### config.mk
export PLATFORM = sky130hd
export DESIGN_NAME = dma_priority_arbiter
export DESIGN_NICKNAME = d
export VERILOG_FILES = /design/src/rtl/dma_arb_pkg.sv /design/src/rtl/dma_rr_find_first.sv /design/src/rtl/dma_priority_arbiter.sv
export SDC_FILE = /design/constraint.sdc
export NUM_CORES = 1
export LEC_CHECK = 0
export BUFFER_PORTS_ARGS = -buffer_cell sky130_fd_sc_hd__clkbuf_2
export CAP_MARGIN = 20
export CORE_MARGIN = 2
export CORE_UTILIZATION = 40
export CTS_BUF_LIST = sky130_fd_sc_hd__clkbuf_8 sky130_fd_sc_hd__clkbuf_16
export DETAILED_ROUTE_END_ITERATION = 7
export HOLD_SLACK_MARGIN = 0.15
export PLACE_DENSITY = 0.79
export SLEW_MARGIN = 20
export SYNTH_ARGS = -nofsm -noshare
export SYNTH_HDL_FRONTEND = slang
export SYNTH_HIERARCHICAL = 1
export SYNTH_SLANG_ARGS = --single-unit
### constraint.sdc
create_clock -name CLK -period 1.7 [get_ports CLK]
set_input_delay 0.255 -clock CLK [delete_from_list [all_inputs] [get_ports CLK]]
set_output_delay 0.255 -clock CLK [all_outputs]
set_load 0.005 [all_outputs]
### src/rtl/dma_arb_pkg.sv
// Shared definitions for the DMA channel-priority arbiter.
// Holds the arbitration state encoding and the default channel count.
package dma_arb_pkg;

   typedef enum logic [1:0] {
      IDLE    = 2'd0,
      GRANTED = 2'd1,
      ACTIVE  = 2'd2
   } arb_state_e;

   localparam int unsigned DEFAULT_NUM_CH = 4;

endpackage

### src/rtl/dma_rr_find_first.sv
// Combinational find-first-set over a request vector.
// The search starts at ptr_i and wraps modulo NUM_CH.
module dma_rr_find_first
   import dma_arb_pkg::*;
#(
   parameter  int unsigned NUM_CH = DEFAULT_NUM_CH,
   localparam int unsigned CH_W   = $clog2(NUM_CH)
) (
   input  logic [NUM_CH-1:0] req_i,
   input  logic [CH_W-1:0]   ptr_i,
   output logic [CH_W-1:0]   idx_o,
   output logic              found_o
);

   logic            done;
   logic [CH_W-1:0] cand;

   always_comb begin
      idx_o = '0;
      done  = 1'b0;
      cand  = '0;
      for (int unsigned i = 0; i < NUM_CH; i++) begin
         cand = CH_W'((32'(ptr_i) + i) % NUM_CH);
         if (!done && req_i[cand]) begin
            idx_o = cand;
            done  = 1'b1;
         end
      end
   end

   assign found_o = |req_i;

endmodule

### src/rtl/dma_priority_arbiter.sv
// DMA channel-priority arbiter: samples DREQ, merges software requests and
// masks, picks a winner (fixed or rotating) and drives DACK through service.
module dma_priority_arbiter
   import dma_arb_pkg::*;
#(
   parameter  int unsigned NUM_CH = DEFAULT_NUM_CH,
   localparam int unsigned CH_W   = $clog2(NUM_CH)
) (
   input  logic              CLK,
   input  logic              RESET_N,
   input  logic [NUM_CH-1:0] DREQ,
   input  logic [NUM_CH-1:0] RequestReg,
   input  logic [NUM_CH-1:0] MaskedReg,
   input  logic              RotatingPriority,
   input  logic              DREQ_Sense,
   input  logic              DACK_Sense,
   input  logic              MemToMem,
   input  logic              PriorityGen,
   input  logic              ldAck,
   input  logic              ServiceDone,
   output logic              DMA_Req,
   output logic [CH_W-1:0]   ActiveChannel,
   output logic              GrantValid,
   output logic [NUM_CH-1:0] DACK,
   output logic [NUM_CH-1:0] ReqStatus
);

   arb_state_e        state_q, state_d;
   logic [CH_W-1:0]   ch_q, ch_d;
   logic [CH_W-1:0]   ptr_q, ptr_d;
   logic [NUM_CH-1:0] dreq_q;
   logic [NUM_CH-1:0] eligible;
   logic [NUM_CH-1:0] dack_raw;
   logic [CH_W-1:0]   ptr_eff;
   logic [CH_W-1:0]   win_idx;
   logic              win_found;

   always_ff @(posedge CLK or negedge RESET_N) begin
      if (!RESET_N) begin
         dreq_q <= '0;
      end else begin
         dreq_q <= DREQ_Sense ? DREQ : ~DREQ;
      end
   end

   // Memory-to-memory transfers are driven only by the software request of ch0.
   always_comb begin
      eligible = '0;
      if (MemToMem) begin
         eligible[0] = RequestReg[0];
      end else begin
         eligible = (dreq_q & ~MaskedReg) | RequestReg;
      end
   end

   assign DMA_Req   = |eligible;
   assign ReqStatus = dreq_q | RequestReg;
   assign ptr_eff   = RotatingPriority ? ptr_q : '0;

   dma_rr_find_first #(
      .NUM_CH(NUM_CH)
   ) u_find (
      .req_i   (eligible),
      .ptr_i   (ptr_eff),
      .idx_o   (win_idx),
      .found_o (win_found)
   );

   always_ff @(posedge CLK or negedge RESET_N) begin
      if (!RESET_N) begin
         state_q <= IDLE;
         ch_q    <= '0;
         ptr_q   <= '0;
      end else begin
         state_q <= state_d;
         ch_q    <= ch_d;
         ptr_q   <= ptr_d;
      end
   end

   always_comb begin
      state_d = state_q;
      ch_d    = ch_q;
      ptr_d   = RotatingPriority ? ptr_q : '0;
      unique case (state_q)
         IDLE: begin
            if (PriorityGen && win_found) begin
               ch_d    = win_idx;
               state_d = GRANTED;
            end
         end
         GRANTED: begin
            // Withdrawal or early completion takes precedence over ldAck.
            if (!eligible[ch_q] || ServiceDone) begin
               state_d = IDLE;
            end else if (ldAck) begin
               state_d = ACTIVE;
            end
         end
         ACTIVE: begin
            if (ServiceDone) begin
               state_d = IDLE;
               if (RotatingPriority) begin
                  ptr_d = (ch_q == CH_W'(NUM_CH - 1)) ? '0 : ch_q + CH_W'(1);
               end
            end
         end
         default: state_d = IDLE;
      endcase
   end

   always_comb begin
      dack_raw = '0;
      if (state_q == ACTIVE) begin
         dack_raw[ch_q] = 1'b1;
      end
   end

   assign DACK          = dack_raw ^ {NUM_CH{~DACK_Sense}};
   assign GrantValid    = (state_q != IDLE);
   assign ActiveChannel = ch_q;

endmodule

==> flow_metrics.env <==
export IMPL_outcome="finished with violations"
export IMPL_violations="setup timing"
export IMPL_antenna_found_initial=0
export IMPL_cts_root_buf="clkbuf_8"
export IMPL_min_path_type="input pin to register"
export IMPL_drive_gt1_share_pct=35.94
export IMPL_cpPeakStageDelay_ns=0.52
export IMPL_viasPerCell=5.000
export IMPL_mostFrequentLayoutCell="clkbuf_2"
export IMPL_slew_violations=0
export IMPL_yosysSeqAreaShare_pct=33.56
export IMPL_crit_required_ns=1.44
export IMPL_grt_usage_pct=17.45
export IMPL_slew_limit_headroom_pct=76.60
export IMPL_vdd_ir_drop_max_uv=581.7
export IMPL_area_delta_synth_final_pct=36.24
export IMPL_crit_chain="nand2b_1 -> a21oi_2 -> or4_1 -> buf_2"
export IMPL_cts_sinks=10
export IMPL_synthArstFlopShare_pct=100.0
export IMPL_hold_viol_final=0
export IMPL_postSynthAreaPerCell_sq_um=8.286
export IMPL_max_slew_worst_pin_slew_ns=0.3510
export IMPL_clkLatencyLatePin_ns=0.23
export IMPL_htreeDepth=1
export IMPL_critical_path_class="register to primary output"
export IMPL_synth_edf_count=0
export IMPL_combPwrFrac_pct=30.7
export IMPL_intPower_uw=535.2
export IMPL_synth_area_leaders="dfrtp_1, ha_1, a21oi_1"
export IMPL_yosysWarningCount=6
export IMPL_overflow=0
export IMPL_die_w_um=47.18
export IMPL_synth_top_area_share_pct=33.56
export IMPL_design_core_area_sq_um=1745
export IMPL_syn_area_sq_um=745.7
export IMPL_synthCells=90
export IMPL_grt_pass1_vias=650
export IMPL_p_seq_share_pct=38.3
export IMPL_worstPathArrival_ns=1.46
export IMPL_ys_ff_latch=10
export IMPL_cts_buffers_inserted=3
export IMPL_path_clk_slew_ns=0.05
export IMPL_first_iter_violations=33
export IMPL_switching_share_pct=31.53
export IMPL_avgRoutedWirePerCell_um=11.90
export IMPL_dr_pass1_iters=7
export IMPL_dp_cells=146
export IMPL_period_needed_ns=1.716
export IMPL_p_leak_nw=0.4886
export IMPL_final_cell_mix="clkbuf_2, dfrtp_1, inv_1, nand2_1, a21oi_1"
export IMPL_postRouteAntennaNets=0
export IMPL_endpoint_kind="primary output"
export IMPL_dieHeight_um=47.18
export IMPL_crit_family="simple AND/OR/NAND/NOR gates"
export IMPL_drc=0
export IMPL_grt_max_degree=11
export IMPL_initial_core_util_pct=42.72
export IMPL_drv_cap=0
export IMPL_synth_top_area_cell="dfrtp_1"
export IMPL_setup_viol=1
export IMPL_p_clk_share_pct=31.0
export IMPL_clock_skew_ns=0.005176
export IMPL_holdWs_ns=0.1997
export IMPL_gp_congestion=0.8016
export IMPL_io_pins=33
export IMPL_die_area_sq_um=2225
export IMPL_rows=15
export IMPL_clockBufferDepth=2
export IMPL_dp_hpwl_um=1367
export IMPL_yosysUniqueCellTypes=30
export IMPL_cts_tree="built"
export IMPL_stdcell_count=153
export IMPL_synthFlopType="dfrtp_1"
export IMPL_setup_slack_ns=-0.01619
export IMPL_rsz0062_at_grt="true"
export IMPL_period_share_pct=101.0
export IMPL_syn_nets=115
export IMPL_netSwitchingPower_uw=246.4
export IMPL_portBuffers=32
export IMPL_grt_pass1_wl_um=2684
export IMPL_critPathLaunchType="register"
export IMPL_slowest_stage="or4_1"
export IMPL_insertedDiodeCount=0
export IMPL_vias=765
export IMPL_fin_nets=155
export IMPL_critical_path_buf_inv_count=1
export IMPL_fmax_mhz=582.7
export IMPL_crit_path_max_fanout=4
export IMPL_wl_um=1821
export IMPL_p_per_area_nw_per_um2=769.3
## sequential cells by signal (all words and copies together), names as in the netlist
register       cells
dreq_q             4
state_q            2
ptr_q              2
ActiveChannel      2
## worst paths after layout
check | from | cells after the start | to | slack (ns)
setup / recovery | dreq_q[3] | 4 | DMA_Req | -0.02
hold / removal | DREQ[2] | 2 | dreq_q[2] | 0.20
setup reg to reg | dreq_q[1] | 7 | ActiveChannel[0] | 0.21
hold reg to reg | ptr_q[0] | 2 | ptr_q[0] | 0.52
max in group asynchronous | RESET_N | 2 | ActiveChannel[0] | 1.07
min in group asynchronous | RESET_N | 2 | dreq_q[2] | 0.41
## area by class of cell
cell class                 instances  area [sq um]
clock buffer                       3         41.29
fill                             155         729.5
inverter                          11         41.29
multi-input combinational         68         457.9
sequential                        10         251.5
tap                               25         31.28
timing repair buffer              36         192.7
## power by group through the flow
stage | Combinational, mW | Sequential (mW) | Clock (mW)
after floorplan | 0.133 | 0.292 | 0
after global placement | 0.217 | 0.300 | 0
after detailed placement | 0.226 | 0.301 | 0
after CTS | 0.235 | 0.297 | 0.248
after global routing | 0.266 | 0.303 | 0.267
final | 0.240 | 0.300 | 0.242
## layer usage
metal	share of wire [%]	up-vias	routed length, um	GRT usage [%]
met1	42	349	765	20.14
li1	-	380	-	-
met4	1.2	0	22	5.000
met5	0	-	0	0
met3	6.3	4	115	6.154
met2	50	32	918	30.41
## cell families after synthesis
kind of cell | count (synthesis) | share of synthesized area [%]
and+or+nand+nor | 34 | 25.17
DFF | 10 | 33.56
adders and majority gates | 4 | 6.712
buffers and inverters | 12 | 6.040
AOI/OAI and AO/OA | 22 | 19.13
xor gates and xnor gates | 8 | 9.395
## synth_stat cells, types with 2 or more instances
library cell,count
dfrtp_1,10
inv_1,10
nand2_1,9
a21oi_1,8
nand2b_1,5
ha_1,4
nor2_1,4
or2_1,4
xnor2_1,4
xor2_1,4
o21ai_0,3
o221ai_1,3
a21boi_1,2
a22oi_1,2
and2_1,2
nand3_1,2
## metrics by stage
step / total power, mW / utilization, % / TNS (ns) / setup WS [ns] / instance area, sq um
after floorplan: 0.4249 / - / 0 / 0.3558 / 745.7
after global placement: 0.5160 / 53.48 / 0 / 0.1268 / 933.4
after detailed placement: 0.5269 / 53.48 / 0 / 0.1057 / 933.4
after CTS: 0.7794 / 57.28 / -0.003188 / -0.003188 / 999.7
after global routing: 0.8368 / 58.21 / -0.05055 / -0.05055 / 1016
final: 0.7816 / 58.21 / -0.01619 / -0.01619 / 1016
## repair_timing
action	CTS	global route
hold endpoints to repair	10	0
endpoints found under the setup margin	1	3
pin swaps	3	2
hold buffers	1	0
setup buffers	1	2
resized for setup	2	3
No activity file was read; power rests on OpenSTA's default activity.
